## config.mk

```make
export PLATFORM = sky130hd
export DESIGN_NAME = posicionador_frota
export DESIGN_NICKNAME = d
export VERILOG_FILES = /design/src/rtl/posicionador_frota.sv
export SDC_FILE = /design/constraint.sdc
export NUM_CORES = 1
export LEC_CHECK = 0
export ABC_CLOCK_PERIOD_IN_PS = 2300
export BUFFER_PORTS_ARGS = -buffer_cell sky130_fd_sc_hd__buf_2
export CAP_MARGIN = 20
export CORE_ASPECT_RATIO = 1.1
export CORE_MARGIN = 2
export CORE_UTILIZATION = 52
export CTS_CLUSTER_DIAMETER = 50
export DETAILED_ROUTE_END_ITERATION = 6
export PLACE_DENSITY = 0.74
export SLEW_MARGIN = 20
export SYNTH_ARGS = -nofsm -noshare
export SYNTH_HDL_FRONTEND = slang
export SYNTH_SLANG_ARGS = --single-unit
```

## constraint.sdc

```tcl
create_clock -name clk -period 2.3 [get_ports clk]
set_clock_uncertainty 0.2 [all_clocks]
set_input_delay 0.46 -clock clk [delete_from_list [all_inputs] [get_ports clk]]
set_output_delay 0.46 -clock clk [all_outputs]
set_load 0.03 [all_outputs]
```

## src/rtl/posicionador_frota.sv

```systemverilog
//==============================================================================
// posicionador_frota
//------------------------------------------------------------------------------
// Parametrised fleet-placement controller for Batalha Naval. The controller
// walks every player through each piece in the fixed type order. The player
// uses the enter and select buttons to pick direction, orientation, X and Y.
// The controller then bounds-checks the piece, combines the result with the
// board conflict flag, and strobes a store to the board memory.
//
// Optional feature macro: AUTO_POS_EN. When this macro is defined, the last
// player places its pieces from the rnd_* inputs while mode=1.
//------------------------------------------------------------------------------
// Revision: 1.0 - initial release
//==============================================================================
`default_nettype none

module posicionador_frota #(
    parameter int                    COORD_W  = 3,
    parameter int                    N_TIPOS  = 5,
    parameter logic [4*N_TIPOS-1:0]  QTD_TIPO = 20'h11225,
    parameter logic [4*N_TIPOS-1:0]  LEN_TIPO = 20'h54321,
    parameter int                    N_JOG    = 2,
    localparam int                   TIPO_W   = (N_TIPOS > 1) ? $clog2(N_TIPOS) : 1,
    localparam int                   JOG_W    = (N_JOG > 1) ? $clog2(N_JOG) : 1
) (
    input  logic               clk,
    input  logic               reset,
    input  logic               enable,
    input  logic               enter,
    input  logic               select,
    input  logic               mode,
    input  logic               conflito,
`ifdef AUTO_POS_EN
    input  logic [COORD_W-1:0] rnd_x,
    input  logic [COORD_W-1:0] rnd_y,
    input  logic               rnd_dir,
`endif
    output logic [TIPO_W-1:0]  tipo,
    output logic [JOG_W-1:0]   jogador,
    output logic [COORD_W-1:0] X1,
    output logic [COORD_W-1:0] Y1,
    output logic               direcao,
    output logic               orientacao,
    output logic               valida,
    output logic               grava,
    output logic               ready
);

    // Extract nibble idx from a packed per-type table.
    function automatic logic [3:0] f_nibble(input logic [4*N_TIPOS-1:0] vec, input int idx);
        logic [4*N_TIPOS-1:0] sh;
        sh = vec >> (4 * idx);
        return sh[3:0];
    endfunction

    // First type with a nonzero count. Each player starts here after the wrap.
    function automatic int f_primeiro_tipo();
        int r;
        r = 0;
        for (int t = N_TIPOS - 1; t >= 0; t--) begin
            if (f_nibble(QTD_TIPO, t) != 4'd0) r = t;
        end
        return r;
    endfunction

    localparam int                c_EXT_W         = COORD_W + 4;
    localparam logic [TIPO_W-1:0] c_PRIMEIRO_TIPO = TIPO_W'(f_primeiro_tipo());
    localparam logic [JOG_W-1:0]  c_ULTIMO_JOG    = JOG_W'(N_JOG - 1);
    localparam logic [c_EXT_W-1:0] c_LADO         = c_EXT_W'(1) << COORD_W;

    typedef enum logic [2:0] {
        S_DIRECAO    = 3'd0,
        S_ORIENTACAO = 3'd1,
        S_DEF_X      = 3'd2,
        S_DEF_Y      = 3'd3,
        S_VERIFICA   = 3'd4,
        S_ARMAZENA   = 3'd5,
        S_FIM        = 3'd6
    } estado_t;

    estado_t             estado_q;
    logic [2:0]          enter_sync_q;
    logic [2:0]          select_sync_q;
    logic [TIPO_W-1:0]   tipo_q,    tipo_d;
    logic [JOG_W-1:0]    jogador_q, jogador_d;
    logic [3:0]          peca_q,    peca_d;
    logic                fim_d;
    logic [COORD_W-1:0]  x1_q, y1_q;
    logic                direcao_q, orientacao_q;
    logic                valida_q, valida_d;
    logic                grava_q, ready_q;
    logic                w_ent, w_sel;
    logic                w_dentro;
    logic [c_EXT_W-1:0]  w_coord, w_len;
    logic                w_prox_achado;
    logic [TIPO_W-1:0]   w_prox_tipo;

`ifndef AUTO_POS_EN
    logic                w_mode_unused;
    assign w_mode_unused = mode;
`endif

    // Button synchronisers: two stages plus an edge register. The flops idle at 1 (released).
    always_ff @(posedge clk or negedge reset) begin
        if (!reset) begin
            enter_sync_q  <= 3'b111;
            select_sync_q <= 3'b111;
        end else begin
            enter_sync_q  <= {enter_sync_q[1:0],  enter};
            select_sync_q <= {select_sync_q[1:0], select};
        end
    end

    // A falling edge after synchronisation produces one press pulse. Enter has priority.
    assign w_ent = enter_sync_q[2] & ~enter_sync_q[1];
    assign w_sel = select_sync_q[2] & ~select_sync_q[1] & ~w_ent;

    // Bounds check at widened width so that the coordinate sum never wraps.
    always_comb begin
        w_coord  = direcao_q ? c_EXT_W'(y1_q) : c_EXT_W'(x1_q);
        w_len    = c_EXT_W'(f_nibble(LEN_TIPO, int'(tipo_q)));
        if (orientacao_q)
            w_dentro = (w_coord + c_EXT_W'(1)) >= w_len;
        else
            w_dentro = (w_coord + w_len) <= c_LADO;
        valida_d = ~conflito & w_dentro;
    end

    // Next piece: the same type, then the next type with a nonzero count, then the next player.
    always_comb begin
        w_prox_achado = 1'b0;
        w_prox_tipo   = tipo_q;
        for (int t = N_TIPOS - 1; t >= 0; t--) begin
            if (t > int'(tipo_q) && f_nibble(QTD_TIPO, t) != 4'd0) begin
                w_prox_achado = 1'b1;
                w_prox_tipo   = TIPO_W'(t);
            end
        end
        peca_d    = peca_q + 4'd1;
        tipo_d    = tipo_q;
        jogador_d = jogador_q;
        fim_d     = 1'b0;
        if ({1'b0, peca_q} + 5'd1 >= {1'b0, f_nibble(QTD_TIPO, int'(tipo_q))}) begin
            peca_d = 4'd0;
            if (w_prox_achado) begin
                tipo_d = w_prox_tipo;
            end else if (jogador_q == c_ULTIMO_JOG) begin
                fim_d = 1'b1;
            end else begin
                jogador_d = jogador_q + JOG_W'(1);
                tipo_d    = c_PRIMEIRO_TIPO;
            end
        end
    end

    // Placement FSM with registered outputs. The store strobe always self-clears after one cycle.
    always_ff @(posedge clk or negedge reset) begin
        if (!reset) begin
            estado_q     <= S_DIRECAO;
            tipo_q       <= c_PRIMEIRO_TIPO;
            jogador_q    <= '0;
            peca_q       <= 4'd0;
            x1_q         <= '0;
            y1_q         <= '0;
            direcao_q    <= 1'b0;
            orientacao_q <= 1'b0;
            valida_q     <= 1'b0;
            grava_q      <= 1'b0;
            ready_q      <= 1'b0;
        end else begin
            grava_q <= 1'b0;
            if (enable) begin
`ifdef AUTO_POS_EN
                if (mode && jogador_q == c_ULTIMO_JOG && estado_q != S_FIM) begin
                    case (estado_q)
                        S_VERIFICA: begin
                            valida_q <= valida_d;
                            estado_q <= valida_d ? S_ARMAZENA : S_DEF_X;
                        end
                        S_ARMAZENA: begin
                            grava_q      <= 1'b1;
                            valida_q     <= 1'b0;
                            x1_q         <= '0;
                            y1_q         <= '0;
                            direcao_q    <= 1'b0;
                            orientacao_q <= 1'b0;
                            peca_q       <= peca_d;
                            tipo_q       <= tipo_d;
                            jogador_q    <= jogador_d;
                            ready_q      <= fim_d;
                            estado_q     <= fim_d ? S_FIM : S_DIRECAO;
                        end
                        default: begin
                            x1_q         <= rnd_x;
                            y1_q         <= rnd_y;
                            direcao_q    <= rnd_dir;
                            orientacao_q <= 1'b0;
                            estado_q     <= S_VERIFICA;
                        end
                    endcase
                end else
`endif
                begin
                    case (estado_q)
                        S_DIRECAO: begin
                            if (w_ent)      estado_q  <= S_ORIENTACAO;
                            else if (w_sel) direcao_q <= ~direcao_q;
                        end
                        S_ORIENTACAO: begin
                            if (w_ent)      estado_q     <= S_DEF_X;
                            else if (w_sel) orientacao_q <= ~orientacao_q;
                        end
                        S_DEF_X: begin
                            if (w_ent)      estado_q <= S_DEF_Y;
                            else if (w_sel) x1_q     <= x1_q + COORD_W'(1);
                        end
                        S_DEF_Y: begin
                            if (w_ent)      estado_q <= S_VERIFICA;
                            else if (w_sel) y1_q     <= y1_q + COORD_W'(1);
                        end
                        S_VERIFICA: begin
                            valida_q <= valida_d;
                            if (w_ent) estado_q <= valida_q ? S_ARMAZENA : S_DEF_X;
                        end
                        S_ARMAZENA: begin
                            if (w_ent) begin
                                grava_q      <= 1'b1;
                                valida_q     <= 1'b0;
                                x1_q         <= '0;
                                y1_q         <= '0;
                                direcao_q    <= 1'b0;
                                orientacao_q <= 1'b0;
                                peca_q       <= peca_d;
                                tipo_q       <= tipo_d;
                                jogador_q    <= jogador_d;
                                ready_q      <= fim_d;
                                estado_q     <= fim_d ? S_FIM : S_DIRECAO;
                            end
                        end
                        S_FIM: begin
                            ready_q <= 1'b1;
                        end
                        default: begin
                            estado_q <= S_DIRECAO;
                        end
                    endcase
                end
            end
        end
    end

    assign tipo       = tipo_q;
    assign jogador    = jogador_q;
    assign X1         = x1_q;
    assign Y1         = y1_q;
    assign direcao    = direcao_q;
    assign orientacao = orientacao_q;
    assign valida     = valida_q;
    assign grava      = grava_q;
    assign ready      = ready_q;

endmodule

`default_nettype wire
```

==> reports/qor.txt <==
status = complete, but fails checks
failing checks = setup timing
commonest cells after routing, fill and taps aside = buf_4 (29), buf_2 (20), dfrtp_1 (19)
Net Sw Power = 0.6138 mW
TNS Setup = -0.8173 ns
total congestion overflow = 0
WL per Instance = 16.38 um
EDFF count, synth = 0
Final Cell Area = 0.002300 mm2
Synth cell types = 51
syn_area_per_cell = 9.858 um2
switch share = 37.38%
DR pass1 iterations = 4
Clk pwr share = 20.2%
final hold vios = 0
# IOs = 22
critical path required time = 2.35 ns
Finished Layout Cells = 267
vias after detailed routing = 1,540
GRT Total Usage = 24.70%
Leakage = 1.096 nW
Residual DRC = 0
Tot Pwr = 1.642 mW
Reg clk slew, reported paths = 0.16 ns
worst vdd ir = 0.0003538 V
Synth Area in Compound Gates = 18.58%
Num CTS Buffers = 3
Internal = 1.028 mW
DP Wirelength = 3137 um
flops & latches, synth = 28
adder-cell share of the synthesized area = 11.15%
logic gate share of total power = 41.7%
Post-Place Cells = 253
Core Rows = 22
Placed Area = 0.002101 mm2
routed wire length = 4374 um
initial core utilization = 54.02%
nets = 254
Post-DRT Antenna Nets = 0
Layout area overhead = 28.89%
FFs w/ async S/R, synth = 100.0%
Die H = 65.44 um
multiplexer share of the synthesized area = 4.909%
type of the worst setup path = flip-flop to flip-flop
yosys warns = 0
ANT cells = 0
Post-Synth XOR/XNOR Area = 3.436%
RSZ-0062 raised after global routing = yes
via-per-instance ratio = 5.768
layout cell share with drive strength beyond 1 = 42.42%
setup violators final = 9
achievable clock frequency = 408.7 MHz
clk buf depth = 2
Primary FF master, synth = dfrtp_1
period utilization = 106.4%
die area = 0.003916 mm2
PnR worst setup slack = -0.1467 ns
Post-Syn Instances = 181
Hold/Removal Path Class = flip-flop to flip-flop
CP Capture Type = flip-flop
post-synthesis net count = 203
Synth Area in Simple Gates = 15.57%
Root Buffer = clkbuf_4
vias in the first global route = 1,619
sequential-to-total area share from yosys stat = 39.69%
largest family of logic cells by synthesized area = compound AO/OA/AOI/OAI gates
clock net sink count = 28
most common cell after layout, fill and taps aside = buf_4
core area = 0.003303 mm2
Worst EP arrival = 2.50 ns
first-pass GRT wire length = 7182 um
Die W = 59.85 um
initial drt markers = 123
Worst Max-Slew Pin Slew = 0.6456 ns
Final min period = 2.447 ns
global placement routability congestion = 0.8813
number of max-cap violations = 0
Startpoint Class = flip-flop
P per Cell Area = 714.1 mW/mm2
pin count of the biggest net entering global routing = 29
part of the power in registers = 38.1%
Slew Limit Headroom = 56.96%
Max H-tree Level = 1
I/O Buffers = 20
fin. max-slew vios = 0
antenna violations before repair = 0
Syn Std Cell Area = 0.001784 mm2
critical path peak fanout = 2
Worst-Skew Late Latency = 0.34 ns
CTS tree = yes
-- metal layers --
layer  global-route usage, %  part of all wire [%]  vias to the layer above
li1                        -                     -                      740
met2                   47.96                    57                       31
met4                   9.167                   2.1                        0
met1                   25.82                    38                      761
met3                   3.346                   3.1                        8
met5                       0                     0                        -
-- logic make-up (layout without fill, tap and decap cells) --
group | after synthesis | after routing
and+or+nand+nor | 54 | 54
AOI/OAI and AO/OA | 46 | 46
DFF | 28 | 28
buffers and inverters | 22 | 72
adders and majority gates | 16 | 16
muxes | 8 | 8
xor gates and xnor gates | 7 | 7
-- critical path, stage by stage, from the launching register on --
cell,delay (ns)
dfrtp_2,0.46
inv_4,0.07
ha_4,0.20
o21ai_2,0.12
ha_1,0.23
nand2b_4,0.14
o211ai_1,0.27
buf_4,0.17
nand3_2,0.10
o211a_1,0.13
a311o_1,0.26
-- stage by stage --
stage | hold slack [ns] | utilization (%) | worst slack, ns
6_report | 0.1688 | 69.62 | -0.1467
5_1_grt | 0.1744 | 69.62 | -0.2325
4_1_cts | 0.1717 | 68.67 | -0.06051
3_5_place_dp | 0.1507 | 63.60 | -0.1417
3_3_place_gp | 0.1469 | 63.60 | -0.06660
2_1_floorplan | -0.03559 | - | -0.1430
-- final cells by class --
| class | count | area [um2] |
|---|---|---|
| Clock inverter | 1 | 30.03 |
| Clock buffer | 3 | 22.52 |
| Tap cell | 36 | 45.04 |
| Timing Repair Buffer | 54 | 370.4 |
| Fill cell | 256 | 1003 |
| Inverter | 14 | 55.05 |
| Multi-Input combinational cell | 131 | 1065 |
| Sequential cell | 28 | 711.9 |
-- Yosys cell counts, drive strengths merged (2+ instances only) --
master,number,share of area [%]
nor3,3,1.1
a31oi,2,1.5
mux2,3,2.1
a21o,2,0.84
dfrtp,22,31
mux2i,5,2.8
nand3,5,1.4
xor2,4,2.0
o21ai,12,3.4
nand4,2,0.70
buf,7,3.5
o2111ai,2,0.98
nor2,13,2.7
a21oi,9,2.7
a22oi,2,0.84
nor2b,4,1.8
a41o,2,1.1
and3,2,0.77
inv,14,2.9
xnor2,3,1.5
a22o,2,0.98
ha,15,11
nor3b,2,0.84
o211ai,4,1.7
nand2,17,3.6
dfstp,6,8.8
nand2b,2,0.70
-- worst paths after layout --
kind                                                 from                         to  slack, ns  cells after the start
min in group asynchronous                           reset    estado_q[0]$_DFFE_PN0P_       0.45                      2
worst min register to register  enter_sync_q[0]$_DFF_PN1_  enter_sync_q[1]$_DFF_PN1_       0.17                      0
worst min-delay path            enter_sync_q[0]$_DFF_PN1_  enter_sync_q[1]$_DFF_PN1_       0.17                      0
max in group asynchronous                           reset        tipo[1]$_DFFE_PN0P_       0.99                      2
worst max-delay path                  tipo[0]$_DFFE_PN0P_        tipo[0]$_DFFE_PN0P_      -0.15                     10
worst max register to register        tipo[0]$_DFFE_PN0P_        tipo[0]$_DFFE_PN0P_      -0.15                     10
-- power by group through the flow --
stage	Clock [mW]	Sequential, mW	Combinational (mW)
after global routing	0.350	0.632	0.750
after floorplan	0	0.743	0.298
final	0.332	0.626	0.684
after detailed placement	0	0.631	0.636
after CTS	0.339	0.624	0.662
after global placement	0	0.624	0.604
-- state kept, by name, summed over array words and instances (netlist names) --
signal	flops
X1	3
Y1	3
direcao	1
enter_sync_q	3
estado_q	3
grava	1
jogador	1
orientacao	1
peca_q	4
ready	1
select_sync_q	3
tipo	3
valida	1
-- repair_timing --
action,CTS,global route
endpoints found under the setup margin,6,11
hold buffers,3,0
cloned,0,0
buffers inserted,5,2
pin swaps,10,6
gates resized for setup,15,4
endpoints found under the hold margin,24,0
(Power assumes the default switching activity.)
